==> src/rtl/rr_packet_arbiter_pkg.sv <==
// Shared NoC definitions for the round-robin packet arbiter.
// Holds the arbiter state encoding.
package rr_packet_arbiter_pkg;

  typedef enum logic {
    ST_IDLE   = 1'b0,
    ST_LOCKED = 1'b1
  } arb_state_t;

endpackage

==> src/rtl/rr_packet_arbiter_onehot_enc.sv <==
// One-hot to binary index encoder (LSB0 or MSB0 numbering).
// Ports: onehot (NUM_SIGNALS) in, index (INDEX_WIDTH) out; zero in -> 0.
module rr_packet_arbiter_onehot_enc #(
  parameter int NUM_SIGNALS = 4,
  parameter int INDEX_WIDTH = $clog2(NUM_SIGNALS),
  parameter     DIRECTION   = "LSB0"
) (
  input  logic [NUM_SIGNALS-1:0] onehot,
  output logic [INDEX_WIDTH-1:0] index
);

  always_comb begin
    index = '0;
    for (int i = 0; i < NUM_SIGNALS; i++) begin
      if (onehot[i]) begin
        if (DIRECTION == "LSB0") begin
          index = index | INDEX_WIDTH'(i);
        end else begin
          index = index | INDEX_WIDTH'(NUM_SIGNALS - 1 - i);
        end
      end
    end
  end

endmodule

==> src/rtl/rr_packet_arbiter.sv <==
// Packet-locked round-robin arbiter: grant held until the tail flit moves.
// Ports: clk, reset_n, request, request_tail, downstream_ready in;
//        grant_oh, grant_valid, grant_idx out.
module rr_packet_arbiter
  import rr_packet_arbiter_pkg::*;
#(
  parameter int NUM_REQUESTERS = 4,
  parameter int INDEX_WIDTH    = $clog2(NUM_REQUESTERS)
) (
  input  logic                      clk,
  input  logic                      reset_n,
  input  logic [NUM_REQUESTERS-1:0] request,
  input  logic [NUM_REQUESTERS-1:0] request_tail,
  input  logic                      downstream_ready,
  output logic [NUM_REQUESTERS-1:0] grant_oh,
  output logic                      grant_valid,
  output logic [INDEX_WIDTH-1:0]    grant_idx
);

  arb_state_t                state_q, state_d;
  logic [INDEX_WIDTH-1:0]    ptr_q, ptr_d;
  logic [NUM_REQUESTERS-1:0] grant_q, grant_d;
  logic [NUM_REQUESTERS-1:0] pick;
  logic [INDEX_WIDTH-1:0]    pos;
  logic                      found;
  logic                      xfer;
  logic                      tail_hit;

  rr_packet_arbiter_onehot_enc #(
    .NUM_SIGNALS (NUM_REQUESTERS),
    .INDEX_WIDTH (INDEX_WIDTH),
    .DIRECTION   ("LSB0")
  ) u_enc (
    .onehot (grant_q),
    .index  (grant_idx)
  );

  always_ff @(posedge clk) begin
    if (!reset_n) begin
      state_q <= ST_IDLE;
      ptr_q   <= '0;
      grant_q <= '0;
    end else begin
      state_q <= state_d;
      ptr_q   <= ptr_d;
      grant_q <= grant_d;
    end
  end

  // Scan starts at ptr and wraps; first set request wins.
  always_comb begin
    pick  = '0;
    found = 1'b0;
    pos   = '0;
    for (int i = 0; i < NUM_REQUESTERS; i++) begin
      pos = INDEX_WIDTH'((int'(ptr_q) + i) % NUM_REQUESTERS);
      if (!found && request[pos]) begin
        pick[pos] = 1'b1;
        found     = 1'b1;
      end
    end
  end

  // Only the granted port's request/tail bits matter.
  assign xfer     = downstream_ready & |(grant_q & request);
  assign tail_hit = |(grant_q & request_tail);

  always_comb begin
    state_d = state_q;
    ptr_d   = ptr_q;
    grant_d = grant_q;
    unique case (state_q)
      ST_IDLE: begin
        if (found) begin
          grant_d = pick;
          state_d = ST_LOCKED;
        end
      end
      ST_LOCKED: begin
        if (xfer && tail_hit) begin
          grant_d = '0;
          state_d = ST_IDLE;
          if (int'(grant_idx) == NUM_REQUESTERS - 1) begin
            ptr_d = '0;
          end else begin
            ptr_d = grant_idx + 1'b1;
          end
        end
      end
      default: begin
        state_d = ST_IDLE;
        grant_d = '0;
      end
    endcase
  end

  always_comb begin
    grant_oh    = grant_q;
    grant_valid = |grant_q;
  end

endmodule

==> config.mk <==
export PLATFORM = sky130hd
export DESIGN_NAME = rr_packet_arbiter
export DESIGN_NICKNAME = d
export VERILOG_FILES = /design/src/rtl/rr_packet_arbiter_pkg.sv /design/src/rtl/rr_packet_arbiter_onehot_enc.sv /design/src/rtl/rr_packet_arbiter.sv
export SDC_FILE = /design/constraint.sdc
export NUM_CORES = 1
export LEC_CHECK = 0
export BUFFER_PORTS_ARGS = -buffer_cell sky130_fd_sc_hd__clkbuf_2
export CAP_MARGIN = 40
export CORE_AREA = 2 2 40 42
export CTS_CLUSTER_SIZE = 16
export DETAILED_ROUTE_END_ITERATION = 12
export DIE_AREA = 0 0 42 44
export MAX_ROUTING_LAYER = met4
export PLACE_DENSITY = 0.78
export SLEW_MARGIN = 0
export SYNTH_ARGS = -nofsm -noshare
export SYNTH_HDL_FRONTEND = slang
export SYNTH_SLANG_ARGS = --single-unit
==> constraint.sdc <==
create_clock -name clk -period 4.11 [get_ports clk]
set_clock_uncertainty 0.15 [all_clocks]
set_input_delay 0.2055 -clock clk [delete_from_list [all_inputs] [get_ports clk]]
set_output_delay 0.2055 -clock clk [all_outputs]
set_load 0.01 [all_outputs]
# [Yosys cells after proc, flatten, opt, wreduce, memory -nomap -nowiden]
# Cells that the tools add are included.
[op_classes] n_bitwise=7 eq_ne=3 n_mux=34 add_sub_neg=4 n_reduce_logical=16 n_lt_le_gt_ge=8
[op_table] cell="$mux W4" count=6
[op_table] cell="$mux W1" count=15
[op_table] cell="$lt A2 B3 Y1 const B" count=4
[op_table] cell="$or A4 B4 Y4" count=3
[op_table] cell="$reduce_or A4 Y1" count=3
[op_table] cell="$and A4 B4 Y4" count=2
[op_table] cell="$bmux W1 S2" count=4
[op_table] cell="$demux W1 S2" count=4
[op_table] cell="$ge A2 B1 Y1 const B" count=4
[op_table] cell="$logic_and A1 B1 Y1" count=8
[op_table] cell="$pmux W4 S2" count=1
[op_table] cell="$mux W2" count=3
[op_table] cell="$add A2 B1 Y2 const B" count=2
[op_table] cell="$add A2 B2 Y2 const B" count=2
[op_table] cell="$reduce_and A2 Y1" count=2
[op_table] cell="$logic_not A1 Y1" count=3
[op_table] cell="$eq A2 B1 Y1 const B" count=1
[op_table] cell="$ne A2 B1 Y1 const B" count=1
[op_table] cell="$ne A2 B2 Y1 const B" count=1
[op_table] cell="$pmux W1 S2" count=1
[op_table] cell="$and A1 B1 Y1" count=1
[op_table] cell="$not A1 Y1" count=1
[totals] wordCells=75 reg_bits=7 inputBits=11

# [Longest topological paths before layout]
# Gate-level depths: netlist (run 1).
[logic_depth] depth_word=14 ltp_mapped=7

# [Modules after synthesis]
# A second synthesis (run 1) with hierarchy kept.
[unflattened] hier_cells=79 hier_area_um2=740.7
[by_module_without_submodules] mod="rr_packet_arbiter" cells_per_inst=77 seq_area_each_um2=140.1 area_per_inst_um2=728.2 instances=1
[by_module_without_submodules] mod="rr_packet_arbiter_onehot_enc" cells_per_inst=2 seq_area_each_um2=0.0 area_per_inst_um2=12.5 instances=1

# [Least setup slack after synthesis (run 1)]
# No wires, ideal clock.
[synth_path] kind="flip-flop to flip-flop" start="register ptr_q[0]" end="register grant_q[0] (netlist: grant_oh[0])" setup_ns=0.116 t_arrival_ns=1.853 synth_period_minus_slack_ns=2.118 path_stages_with_launch=8 required_ns=3.844 path_buffers=0 slack_ns=1.992 path_cell_list="dfxtp_1 > inv_1 > ha_1 > mux4_2 > a21o_1 > nand3_1 > o311ai_1 > a31o_1"
[synth_between] elab_chain_cells=14 word_cells_on_any_way=52 classes_between="3 x add/sub; 8 x order compare; 1 x eq/ne; 26 x mux; 3 x bitwise; 11 x reduce/logical"
[synth_rtl] item="start: declaration" line_no="rr_packet_arbiter.sv:21" rtl="logic [INDEX_WIDTH-1:0] ptr_q, ptr_d;"
[synth_rtl] item="start signal: assignment" line_no="rr_packet_arbiter.sv:45" rtl="ptr_q <= ptr_d;"
[synth_rtl] item="branches (longest 14 deep; another with $lt A2 B3 Y1)"
[synth_rtl] item="end signal: assignment" line_no="rr_packet_arbiter.sv:46" rtl="grant_q <= grant_d;"
[synth_rtl] item="end: declaration" line_no="rr_packet_arbiter.sv:22" rtl="logic [NUM_REQUESTERS-1:0] grant_q, grant_d;"
# Several ways; the timed one is not identified. The select of a mux whose other input is x is not followed.
# A chain may end at the register's enable or synchronous reset.

# [Final worst setup path (run 1)]
[layout_path] start="register ptr_q[0]" end="register grant_q[1] (netlist: grant_oh[1])"
# The elaborated chain is that of the path after synthesis.

==> results of run 1 <==
==> path summary, 6_finish.rpt <==
kind	startpoint	endpoint	slack, ps
setup / recovery	ptr_q[0]	grant_oh[1]	1790
hold / removal	reset_n	ptr_q[1]	220
setup reg to reg	ptr_q[0]	grant_oh[1]	1790
hold reg to reg	ptr_q[1]	ptr_q[1]	440
==> through the flow <==
stage,utilization [%],power [mW]
2_1_floorplan,-,0.114
3_3_place_gp,57.2,0.133
3_5_place_dp,57.2,0.134
4_1_cts,59.1,0.197
5_1_grt,59.1,0.208
6_report,59.1,0.198
==> area by class of cell <==
cell class | instances | area [um2] | share of cell area (%)
inverter | 4 | 15.0 | 1.79
multi-input combinational | 71 | 552 | 65.8
tap | 16 | 20.0 | 2.39
clock buffer | 4 | 26.3 | 3.13
timing repair buffer | 17 | 85.1 | 10.1
sequential | 7 | 140 | 16.7
==> worst max-delay path, stage by stage, from the launching register on <==
cell,delay [ps]
sky130_fd_sc_hd__dfxtp_1,550
sky130_fd_sc_hd__inv_1,180
sky130_fd_sc_hd__ha_1,380
sky130_fd_sc_hd__mux4_2,390
sky130_fd_sc_hd__a21o_1,180
sky130_fd_sc_hd__nand3_1,70
sky130_fd_sc_hd__o311ai_1,90
sky130_fd_sc_hd__a31o_1,210
==> report_power, final <==
group          leakage, nW  switching, mW  internal, mW
sequential          0.0574        0.00677        0.0716
combinational        0.274         0.0295        0.0251
clock               0.0150         0.0281        0.0372
total                0.346         0.0644         0.134
==> layer usage <==
layer,part of all wire (%),vias to the layer above
li1,-,360
met1,47,351
met5,0,-
met4,0,0
met2,46,31
met3,7.2,0
==> registers in the layout, summed over array words and instances, names as in the netlist <==
register,cells
ptr_q,2
state_q,1
grant_oh,4
==> synth_stat cells, types with 2 or more instances <==
library cell               count
sky130_fd_sc_hd__nand2_1       8
sky130_fd_sc_hd__dfxtp_1       7
sky130_fd_sc_hd__ha_1          7
sky130_fd_sc_hd__nand3_1       7
sky130_fd_sc_hd__a21oi_1       6
sky130_fd_sc_hd__a22oi_1       4
sky130_fd_sc_hd__inv_1         4
sky130_fd_sc_hd__nand2b_1      4
sky130_fd_sc_hd__a21o_1        3
sky130_fd_sc_hd__a31o_1        3
sky130_fd_sc_hd__mux4_2        3
sky130_fd_sc_hd__nor3_1        3
sky130_fd_sc_hd__o311ai_1      3
sky130_fd_sc_hd__nor2_1        2
sky130_fd_sc_hd__nor2b_1       2
sky130_fd_sc_hd__or2_2         2
sky130_fd_sc_hd__or3_1         2
==> kinds of logic after synthesis <==
logic type                 count (synthesis)
and+or+nand+nor                           35
DFF                                        7
muxes                                      4
adders and majority gates                  7
xor gates and xnor gates                   1
AOI/OAI and AO/OA                         24
buffers and inverters                      5
==> results by stage, run 1 <==
Critical path:
- The worst reg-to-reg path cell count is 7.
- The worst setup path is launched from a register.
- STA puts the critical path data arrival time at approximately 2300 ps.
- The worst setup path is of the reg -> reg kind.
- The required time at the endpoint of the critical path is 4110 ps.
- The kind of capture point of the worst setup path is a register.
- Along the worst path, the maximum fanout reaches 10.

Clocking:
- The depth of the CTS H-tree is 1.
- The TritonCTS clock tree is built.
- The clock latency reported for the late side of the worst-skew pair is between 200 and 300 ps.
- The maximum clock path buffer count is 2.
- The clock input transition at the sequential cells of the worst setup and hold paths is about 60 ps.
- The clock sink count is 7.
- TritonCTS created 3 clock buffers.
- CTS placed an instance of sky130_fd_sc_hd__clkbuf_4 at the clock tree root.
- After clock tree synthesis, the setup repair step added 0 buffers.
- In this run, post-CTS repair resized a total of 0 instances.
- The quantity of hold-fixing buffers added after cts is 0.

Outcome:
- The run finished with clean final reports.

Timing:
- The number of endpoints with negative hold slack in the final report is 0.
- Hold is met by around 220 ps.
- The final worst setup slack is about 1800 ps.
- The routed design could run at a clock period as short as approximately 2300 ps.
- Measured against its own limit, the worst slew margin works out to between 60% and 70%.
- The top achievable clock speed is 431 MHz.
- Setup repair after global routing left no endpoint under its margin.
- At the pin with the least slew margin, the transition time is roughly 570 ps.
- Setup violations remaining at the end of the flow were counted as 0.
- The final critical-path share of the clock period is 56.4%.
- The final sum of negative setup slack is 0 ps.
- The final-report max-slew violation count is 0.

Synthesis:
- The flip-flop and latch count after synthesis is 7.
- By area the synthesized netlist is led by sky130_fd_sc_hd__dfxtp_1 (20%), sky130_fd_sc_hd__ha_1 (12%), sky130_fd_sc_hd__mux4_2 (9.4%).
- Summing the areas of all compound-gate instances in the mapped netlist gives 23.9% of the synthesized area.
- After Yosys synthesis, and, or, nand and nor cells account for 28.7% of the synthesized area.
- In the synthesized netlist, mux cells make up a little over a tenth of the area.
- Counting distinct cell types in the post-synthesis netlist gives 30.
- After synthesis, the share of flip-flops with an asynchronous set or reset is 0%.
- The largest family of logic cells by synthesized area is simple AND/OR/NAND/NOR gates.
- The primary flip-flop cell chosen by synthesis mapping is sky130_fd_sc_hd__dfxtp_1.
- A synthesized cell averages 8.65 um2.
- Of all cell types, the one taking the most synthesized area is sky130_fd_sc_hd__dfxtp_1.
- The count of warnings emitted by yosys is 0.
- The synthesized netlist devotes approximately an eighth of its cell area to adder and majority cells.
- Summing the areas of all xor and xnor instances in the mapped netlist gives approximately 1.2% of the synthesized area.
- In the synthesized netlist, the number of instances is 83.
- The number of nets handed over by synthesis was around 100.
- The cell area that synthesis handed to floorplanning was a little over 700 um2.
- The proportion of netlist area held by the largest area contributor is 19.5%.
- The number of enable flip-flop cells after synthesis is 0.
- The sequential fraction of the synthesis area is approximately a fifth.

Detailed routing:
- The count of unresolved DRC violations after routing is 0.
- Before antenna repair, the detailed router went through 4 iterations.
- Using the TritonRoute via totals, the vias-per-cell ratio works out to 6.24.
- The routed layout has 742 vias.
- The total length of routed wires is between 1500 and 2000 um.
- The detailed router finished its first iteration with 28 violations.
- The wire length per cell after detailed routing is between 10 and 15 um.
- The detail route stage leaves a number of antenna-violating nets equal to 0.

Floorplanning:
- The die outline area is ~1800 um2.
- After floorplanning, the core was divided into 14 placement rows.
- The area of the core is about 1400 um2.
- 18 I/O pins were placed.
- In this run the horizontal extent of the chip is between 40 and 50 um.
- The initial utilization of the core area, before any placement, comes to 50.6%.
- The die is 44 um tall.

Placed design:
- The count of input and output buffers is 17.
- The wire-length estimate of the detail-placed layout is between 1000 and 1500 um.
- The congestion estimate from routability-driven global placement came to between 0.8 and 0.9.
- The total cell area at the placement stage is slightly above 800 um2.
- The worst slack at placement is approximately 1800 ps.
- The number of placed cells counting well taps is 115.

Power and ir drop:
- The leakage dissipation is 0.346 nW.
- Power spread over the standard cell area amounts to roughly 240 nW/um2.
- The worst IR drop on VDD is between 0.15 and 0.2 mV.

Global route:
- Global routing used between 20% and 30% of the available tracks.
- The number of global-route vias before repair came to around 650.
- The first global-routing pass estimated about 2800 um of wire.
- The maximum number of pins on one net before global-route repair is 11.
- The met1 track utilization from global routing is 29.2%.
- After global routing, the most crowded layer is met1.
- For this run, global-route usage on met3 was measured as 7.08%.
- The initial antenna violation count was 0.
- For this run the aggregate overflow at the end of global routing stands at 0.
- For met2 alone, demand over resource in global routing was a little under 30%.

Finish:
- The share of cells above drive strength 1 is between 20% and 30%.
- From synthesis to final layout, the design area changed by 16.7%.
- The layout has between 100 and 150 filler cells.
- Leaving out fill and tap cells, the most frequent cell in the layout is sky130_fd_sc_hd__clkbuf_2.
- The repair_antennas step left the layout with diodes totalling 0.
- After the flow finishes, the layout carries non-filler instances totaling approximately 120.
- The cell area after layout is approximately 840 um2.
- The top cell types in the final layout, fill and taps aside, are sky130_fd_sc_hd__clkbuf_2 (17), sky130_fd_sc_hd__nand2_1 (8), sky130_fd_sc_hd__nand3_1 (7), sky130_fd_sc_hd__ha_1 (7), sky130_fd_sc_hd__dfxtp_1 (7).
- After the last flow step, the layout net total stands at ~120.

Run:
- The tool flagged a number of max-cap violations equal to 0.

Min path:
- Counting instances, the worst hold path has a depth of 3.
- The worst min-delay path class is in -> reg.
(Power assumes the default switching activity.)
==> run 2, diff against run 1 <==
ABC_AREA = 1   (was unset)
CORE_AREA = 2 2 42 44   (was 2 2 40 42)
DIE_AREA = 0 0 44 46   (was 0 0 42 44)
PLACE_DENSITY = 0.76   (was 0.78)
clock period = 2.4 ns   (was 4.11 ns; I/O delays follow)
==> results by stage, run 2 <==
Synthesis:
- The flip-flop and latch count after synthesis is 7 (unchanged).
- The post-synth net total was 144 (+43%).
- The proportion of netlist area held by the largest area contributor came to 18.8% (-0.73 points).
- The count of warnings emitted by yosys is 0 (unchanged).
- The share of flip-flops with an asynchronous set or reset after synthesis was 0% (unchanged).
- The area fraction in and, or, nand and nor cells after synthesis is 54.9% (+26 points).
- The cell count after synthesis came to 126 (+52%).
- The synthesized-area fraction occupied by adder cells is 11.2% (-0.96 points).
- The share of the synthesized area in compound gates (AO/OA/AOI/OAI) is 8.19% (-16 points).
- The number of enable flip-flop cells after synthesis is 0 (unchanged).
- The synthesized design spends more area on one cell type than any other, namely sky130_fd_sc_hd__nand2_1.
- The synthesized area divided by synthesized cell count was 6.19 um2 (-29%).
- The number of distinct library cells after synthesis is 17 (-43%).
- After synthesis, the most frequently instantiated cells are sky130_fd_sc_hd__nand2_1 (39), sky130_fd_sc_hd__nand3_1 (23), sky130_fd_sc_hd__inv_1 (15).
- Sorting the synthesized cells by area gives the leading types as sky130_fd_sc_hd__nand2_1 (19%), sky130_fd_sc_hd__dfxtp_1 (18%), sky130_fd_sc_hd__nand3_1 (15%).
- The largest family of logic cells by synthesized area is simple AND/OR/NAND/NOR gates.
- sky130_fd_sc_hd__nand2_1 is the most common cell in the netlist.
- The mux share of post-synthesis cell area came to 0% (-11 points).
- The sequential fraction of the synthesis area is 18.0% (-1.5 points).
- The primary flip-flop cell chosen by synthesis mapping is sky130_fd_sc_hd__dfxtp_1.
- The xor-xnor portion of the synthesized cell area is 0% (-1.2 points).
- The netlist area before placement is 779 um2 (+8.5%).

Critical path:
- The endpoint arrival time on the critical path is 1960 ps (-350 ps).
- The required time at the endpoint of the critical path is 2430 ps (-1680 ps).
- The top fanout value on the critical path is 6 (-4).
- STA classifies the critical path startpoint as a register.
- The launch instance of the worst register-to-register path is ptr_q[1].
- The flop-to-flop setup slack came to 470 ps (-1320 ps).
- The kind of capture point of the worst setup path is a register.
- The worst reg-to-reg path cell count is 11 (+4).
- By startpoint and endpoint, the worst setup path is classified as reg -> reg.
- The worst register-to-register path ends at grant_oh[1].

Power and ir drop:
- The leakage dissipation is 0.511 nW (+48%).
- The power density over the cells is 351 nW/um2 (+48%).
- The worst IR drop on VDD is 0.283 mV (+85%).

Timing:
- The final-report max-slew violation count is 0 (unchanged).
- The minimum clock period after layout is 1930 ps (-387 ps).
- Setup repair after global routing left no endpoint under its margin.
- The tightest slew margin relative to the limit was 83.7% (+22 points).
- The final worst setup slack is 469 ps (-1320 ps).
- The top achievable clock speed was 518 MHz (+20%).
- The final sum of negative setup slack came to 0 ps (unchanged).
- The final-report setup violation count is 0 (unchanged).
- The number of endpoints with negative hold slack in the final report came to 0 (unchanged).
- The slew of the pin with the lowest slew margin is 244 ps (-323 ps).
- The final critical-path share of the clock period came to 80.5% (+24 points).

Min path:
- The end point of the most critical hold path is ptr_q[0].
- The worst min-delay path class is in -> reg.
- The startpoint identified for the worst hold timing path is downstream_ready.
- The hold-critical path depth is 5 (+2).

Finish:
- The share of cells above drive strength 1 was 22.7% (-3.5 points).
- In the layout the commonest cells are sky130_fd_sc_hd__nand2_1 (39), sky130_fd_sc_hd__nand3_1 (23), sky130_fd_sc_hd__clkbuf_2 (17).
- The area growth from synthesis to layout is 20.2%.
- The final design utilization was 58.1% (-1.0 points).
- The final non-filler cell total is 167 (+40%).
- The number of antenna cells inserted came to 0 (unchanged).
- Leaving out fill and tap cells, the most frequent cell in the layout is sky130_fd_sc_hd__nand2_1.
- The number of flip-flops in the largest register came to 4 (unchanged).
- The count of nets after finishing was 169 (+39%).

Clocking:
- The clock latency reported for the late side of the worst-skew pair was 260 ps (about the same).
- The clock input transition at the sequential cells of the worst setup and hold paths is 60 ps (about the same).
- TritonCTS built the clock tree.
- The depth of the CTS H-tree came to 1 (unchanged).
- The clock sink count was 7 (unchanged).
- The maximum clock path buffer count came to 2 (unchanged).
- The number of buffers created by CTS is 3 (unchanged).
- The root cell of the clock tree is sky130_fd_sc_hd__clkbuf_4.
- The buffer count from post-CTS setup fixing came to 0 (unchanged).

Placed design:
- The count of input and output buffers is 17 (unchanged).
- The worst slack at placement is 522 ps (-1280 ps).
- The number of placed cells counting well taps is 162 (+41%).
- The detailed placer's ending HPWL is 1520 um (+14%).
- The final estimated routing congestion in global placement came to 0.928 (+8.8%).

Detailed routing:
- The number of detailed-routing iterations run before antenna repair came to 4 (unchanged).
- The number of antenna-violating nets in the routed design is 0 (unchanged).
- The detailed-route via count is 897 (+21%).
- The detailed router's first-iteration violation count is 31 (+11%).
- The count of unresolved DRC violations after routing is 0 (unchanged).
- The wire length per cell after detailed routing is 11.6 um (-22%).
- The detailed-route vias per instance came to 5.37 (-14%).
- The total length of routed wires came to 1940 um (+9.4%).

Run:
- The total of max-cap violations came to 0 (unchanged).

Floorplanning:
- The cell row count is 15 (+1).
- The height of the die is 46 um (+4.5%).
- The overall die width is 44 um (+4.8%).
- The starting density of the core is 48.3% (-2.3 points).
- The I/O pin total is 18 (unchanged).
- The die outline area came to 2020 um2 (+9.5%).
- The area of the core is 1610 um2 (+14%).

Global route:
- The global-route total usage across every layer is 22.2% (+1.2 points).
- The maximum number of pins on one net before global-route repair is 11 (unchanged).
- The number of global-route vias before repair was 804 (+24%).
- The initial antenna violation count is 0 (unchanged).
- The global-route wire length before repair came to 3260 um (+15%).
- The total grt overflow is 0 (unchanged).

Outcome:
- The flow ran to the end, and the final reports show no timing, DRC or antenna violations.
run 2: changes by cell type in the layout (fill, tap and decap cells not counted), moves of 3 or more:
cell	before	now
sky130_fd_sc_hd__nand2_1	8	39
sky130_fd_sc_hd__nand3_1	7	23
sky130_fd_sc_hd__inv_1	4	15
sky130_fd_sc_hd__nor2_1	2	11
sky130_fd_sc_hd__nand2_2	0	5
sky130_fd_sc_hd__a22oi_1	4	0
sky130_fd_sc_hd__nand2b_1	4	0
sky130_fd_sc_hd__a21o_1	3	0
sky130_fd_sc_hd__a31o_1	3	0
sky130_fd_sc_hd__mux4_2	3	0
sky130_fd_sc_hd__nor3_1	3	0
sky130_fd_sc_hd__o311ai_1	3	0
run 2: cell families (layout without fill, tap and decap cells):
group	after synthesis	in the layout
fa+ha+maj	7	7
compound gates	11	11
buf+inv	16	40
simple gates	85	85
flops	7	7
run 2: what timing repair did:
| action | 4_1_cts | 5_1_grt |
|---|---|---|
| resized for setup | 0 | 0 |
| hold buffers | 1 | 0 |
| hold endpoints to repair | 3 | 0 |
run 2: metrics by stage:
step	power [mW]	cell area (um2)	hold slack, ps
floorplan	0.186	779	108
global placement	0.214	901	251
detailed placement	0.215	901	261
CTS	0.330	937	165
global route	0.344	937	197
finish	0.329	937	168
run 2: cell type report:
| cell class | instances | area (um2) |
|---|---|---|
| fill | 164 | 677 |
| multi-input combinational | 103 | 579 |
| sequential | 7 | 140 |
| timing repair buffer | 20 | 110 |
| inverter | 16 | 60.1 |
| clock buffer | 4 | 26.3 |
| tap | 17 | 21.3 |
run 2: per-layer routing:
metal | vias up | wire [um] | share of wire, % | global-route usage [%]
met2 | 25 | 979 | 51 | 39.4
met5 | - | 0 | 0 | -
met4 | 0 | 28 | 1.4 | 9.09
met3 | 4 | 86 | 4.4 | 1.19
met1 | 414 | 843 | 44 | 26.0
li1 | 454 | - | - | -
run 2: worst max-delay path, stage by stage, from the launching register on:
cell	delay (ps)
sky130_fd_sc_hd__dfxtp_1	310
sky130_fd_sc_hd__inv_1	180
sky130_fd_sc_hd__ha_1	320
sky130_fd_sc_hd__inv_1	100
sky130_fd_sc_hd__nand3_1	70
sky130_fd_sc_hd__nand2_1	120
sky130_fd_sc_hd__nand2_4	80
sky130_fd_sc_hd__nor2_8	110
sky130_fd_sc_hd__nand2_2	70
sky130_fd_sc_hd__nand2_2	80
sky130_fd_sc_hd__nand3_1	80
sky130_fd_sc_hd__a21oi_1	170
run 2: report_power, final:
| group | total (mW) | switching [mW] | internal [mW] |
|---|---|---|---|
| clock network | 0.113 | 0.0493 | 0.0638 |
| logic | 0.0885 | 0.0546 | 0.0339 |
| registers | 0.127 | 0.00622 | 0.121 |
| total | 0.329 | 0.110 | 0.219 |
run 2: worst max path at each step:
stage               cells after the start      from          end  slack (ps)
floorplan                              11  ptr_q[0]  grant_oh[1]         450
global placement                       11  ptr_q[1]  grant_oh[2]         560
detailed placement                     11  ptr_q[1]  grant_oh[2]         520
CTS                                    11  ptr_q[1]  grant_oh[1]         460
global route                           11  ptr_q[0]  grant_oh[1]         300
finish                                 11  ptr_q[1]  grant_oh[1]         470
==> run 3, diff against run 2 <==
ABC_AREA = 0   (was 1)
CORE_AREA = 2 2 43 45   (was 2 2 42 44)
DIE_AREA = 0 0 45 47   (was 0 0 44 46)
PLACE_DENSITY = 0.71   (was 0.76)
clock period = 1.7 ns   (was 2.4 ns; I/O delays follow)
==> results by stage, run 3 (synthesized netlist as in run 1, its figures left out) <==
Timing:
- Setup repair after global routing could not meet its margin everywhere.
- The number of endpoints with negative hold slack in the final report is 0 (unchanged).
- The final worst setup slack is -207 ps (-676 ps).
- The final sum of negative setup slack is -679 ps (-679 ps).
- The top achievable clock speed is 524 MHz (+1.2%).
- The final hold slack was 98.3 ps (-69.6 ps).
- The final critical-path share of the clock period is 112% (+32 points).
- The tightest slew margin relative to the limit is 54.7% (-29 points).
- The slew of the pin with the lowest slew margin is 675 ps (+431 ps).
- The final-report max-slew violation count is 0 (unchanged).
- The minimum clock period after layout was 1910 ps (-23.8 ps).
- The final-report setup violation count is 4 (+4).

Critical path:
- The highest cell delay on the worst timing path came to 390 ps (+70 ps).
- The signal on the critical path passes through inv_4, ha_4, mux4_2, a21o_1, nand3_1, o311ai_1, a31o_1.
- The endpoint arrival time on the critical path is 1900 ps (-60 ps).
- The highest-delay cell along the critical path is sky130_fd_sc_hd__dfxtp_4.
- The kind of start point of the critical path is a register.
- The top fanout value on the critical path came to 6 (unchanged).
- The setup path with the least slack is of type reg -> reg.
- The kind of capture point of the worst setup path is a register.
- The required time at the endpoint of the critical path was 1690 ps (-740 ps).

Finish:
- The number of flip-flops in the largest register is 4 (unchanged).
- The filler cell count is 148 (-9.8%).
- The count of nets after finishing was 136 (-20%).
- The share of cells above drive strength 1 is 44.4% (+22 points).
- The top cell types in the final layout, fill and taps aside, are sky130_fd_sc_hd__clkbuf_2 (16), sky130_fd_sc_hd__buf_4 (14), sky130_fd_sc_hd__nand2_1 (8).
- The final non-filler cell total came to 134 (-20%).
- Relative to the synthesized area, the layout overhead comes to 38.2%.
- The number of antenna cells inserted was 0 (unchanged).
- Leaving out fill and tap cells, the most frequent cell in the layout is sky130_fd_sc_hd__clkbuf_2.

Power and ir drop:
- The power density over the cells is 501 nW/um2 (+43%).
- The worst IR drop on VDD is 0.321 mV (+13%).
- The portion of total power attributed to the clock network is 30.7% (-3.7 points).
- The fraction of power spent switching nets is 32.1% (-1.4 points).
- The leakage dissipation is 0.423 nW (-17%).
- The cell-internal power is 0.337 mW (+54%).
- The share of total power in combinational logic is 32.0% (+5.1 points).
- The switching power of the nets is 0.160 mW (+45%).
- The sequential cell fraction of total power is 37.3% (-1.4 points).

Detailed routing:
- The detailed-route vias per instance is 6.13 (+14%).
- The total length of routed wires is 2020 um (+4.4%).
- The detailed-route via count is 822 (-8.4%).
- The detailed router's first-iteration violation count is 37 (+19%).
- The wire length per cell after detailed routing was 15.1 um (+30%).
- The number of detailed-routing iterations run before antenna repair is 4 (unchanged).
- The number of antenna-violating nets in the routed design was 0 (unchanged).
- The count of unresolved DRC violations after routing is 0 (unchanged).

Global route:
- The global-route wire length before repair is 3280 um (+0.86%).
- The routing usage on met2 is 37.7% (-1.7 points).
- The total grt overflow is 0 (unchanged).
- The met1 track utilization from global routing is 25.8% (-0.20 points).
- In this run the most used layer during global routing was met2.
- The maximum number of pins on one net before global-route repair is 10 (-1).
- The global-route total usage across every layer was 21.7% (-0.54 points).
- The number of global-route vias before repair came to 744 (-7.5%).
- The global routing met3 resource utilization is 3.85% (+2.7 points).
- The initial antenna violation count came to 0 (unchanged).

Floorplanning:
- The die outline area is 2120 um2 (+4.5%).
- The height of the die was 47 um (+2.2%).
- The starting density of the core is 43.5% (-4.8 points).
- The overall die width is 45 um (+2.3%).
- The cell row count is 15 (unchanged).
- The I/O pin total is 18 (unchanged).
- The area of the core is 1650 um2 (+2.3%).

Clocking:
- The depth of the CTS H-tree came to 1 (unchanged).
- The clock latency reported for the late side of the worst-skew pair was 250 ps (about the same).
- The TritonCTS clock tree is built.
- The quantity of hold-fixing buffers added after cts is 0 (-1).
- The clock input transition at the sequential cells of the worst setup and hold paths was 50 ps (about the same).
- The root cell of the clock tree is sky130_fd_sc_hd__clkbuf_4.
- The number of buffers created by CTS was 3 (unchanged).
- The maximum clock path buffer count is 2 (unchanged).
- The clock sink count came to 7 (unchanged).

Placed design:
- The worst slack at placement is -186 ps (-708 ps).
- The count of input and output buffers is 17 (unchanged).
- The number of placed cells counting well taps is 126 (-22%).
- The detailed placer's ending HPWL is 1450 um (-4.5%).
- The final estimated routing congestion in global placement is 0.830 (-11%).

Outcome:
- The run finished, with violations left.
- The final reports fail on negative setup slack.

Min path:
- The worst min-delay path class is in -> reg.

Run:
- The total of max-cap violations was 0 (unchanged).
==> run 3: repair_timing <==
item | 4_1_cts | 5_1_grt
endpoints found under the hold margin | 0 | 0
endpoints found under the setup margin | 4 | 6
buffers inserted | 3 | 1
resized for setup | 1 | 7
pin swaps | 1 | 2
==> run 3: stage by stage <==
stage               total power, mW  utilization, %  cell area (um2)
global route                  0.532            60.1              992
floorplan                     0.273               -              743
finish                        0.497            60.1              992
global placement              0.332            55.3              913
detailed placement            0.334            55.3              913
CTS                           0.494            58.6              967
==> run 3: routing by layer <==
layer,vias to the layer above,wire length [um]
met5,-,0
met4,0,21
met3,6,169
met2,46,1010
met1,379,819
li1,391,-
==> run 3: worst paths after layout <==
kind | start | end | slack, ps | cells after the start
setup / recovery | ptr_q[0] | grant_oh[2] | -210 | 7
hold / removal | downstream_ready | ptr_q[1] | 100 | 4
setup reg to reg | ptr_q[0] | grant_oh[2] | -210 | 7
hold reg to reg | ptr_q[1] | ptr_q[1] | 350 | 2
==> run 3: cell type report <==
class,instances,area [um2],share of cell area (%)
Sequential cell,7,150,15.1
Multi-Input combinational cell,71,587,59.1
Clock buffer,4,26.3,2.65
Inverter,4,17.5,1.77
Tap cell,17,21.3,2.14
Timing Repair Buffer,31,190,19.2
==> run 3: worst max-delay path, delay by kind of cell, from the launching register on <==
kind                     cells  cell delay, ps
AO/OA/AOI/OAI                3             490
adder cells (fa/ha/maj)      1             270
buffers and inverters        1              40
flip-flops                   1             390
multiplexers                 1             360
AND/OR/NAND/NOR              1              90
==> run 3: power groups by stage <==
stage / Clock, mW / Combinational [mW] / Sequential (mW)
finish: 0.153 / 0.159 / 0.186
global route: 0.170 / 0.175 / 0.187
CTS: 0.160 / 0.150 / 0.184
detailed placement: 0 / 0.146 / 0.188
global placement: 0 / 0.144 / 0.188
floorplan: 0 / 0.0848 / 0.189
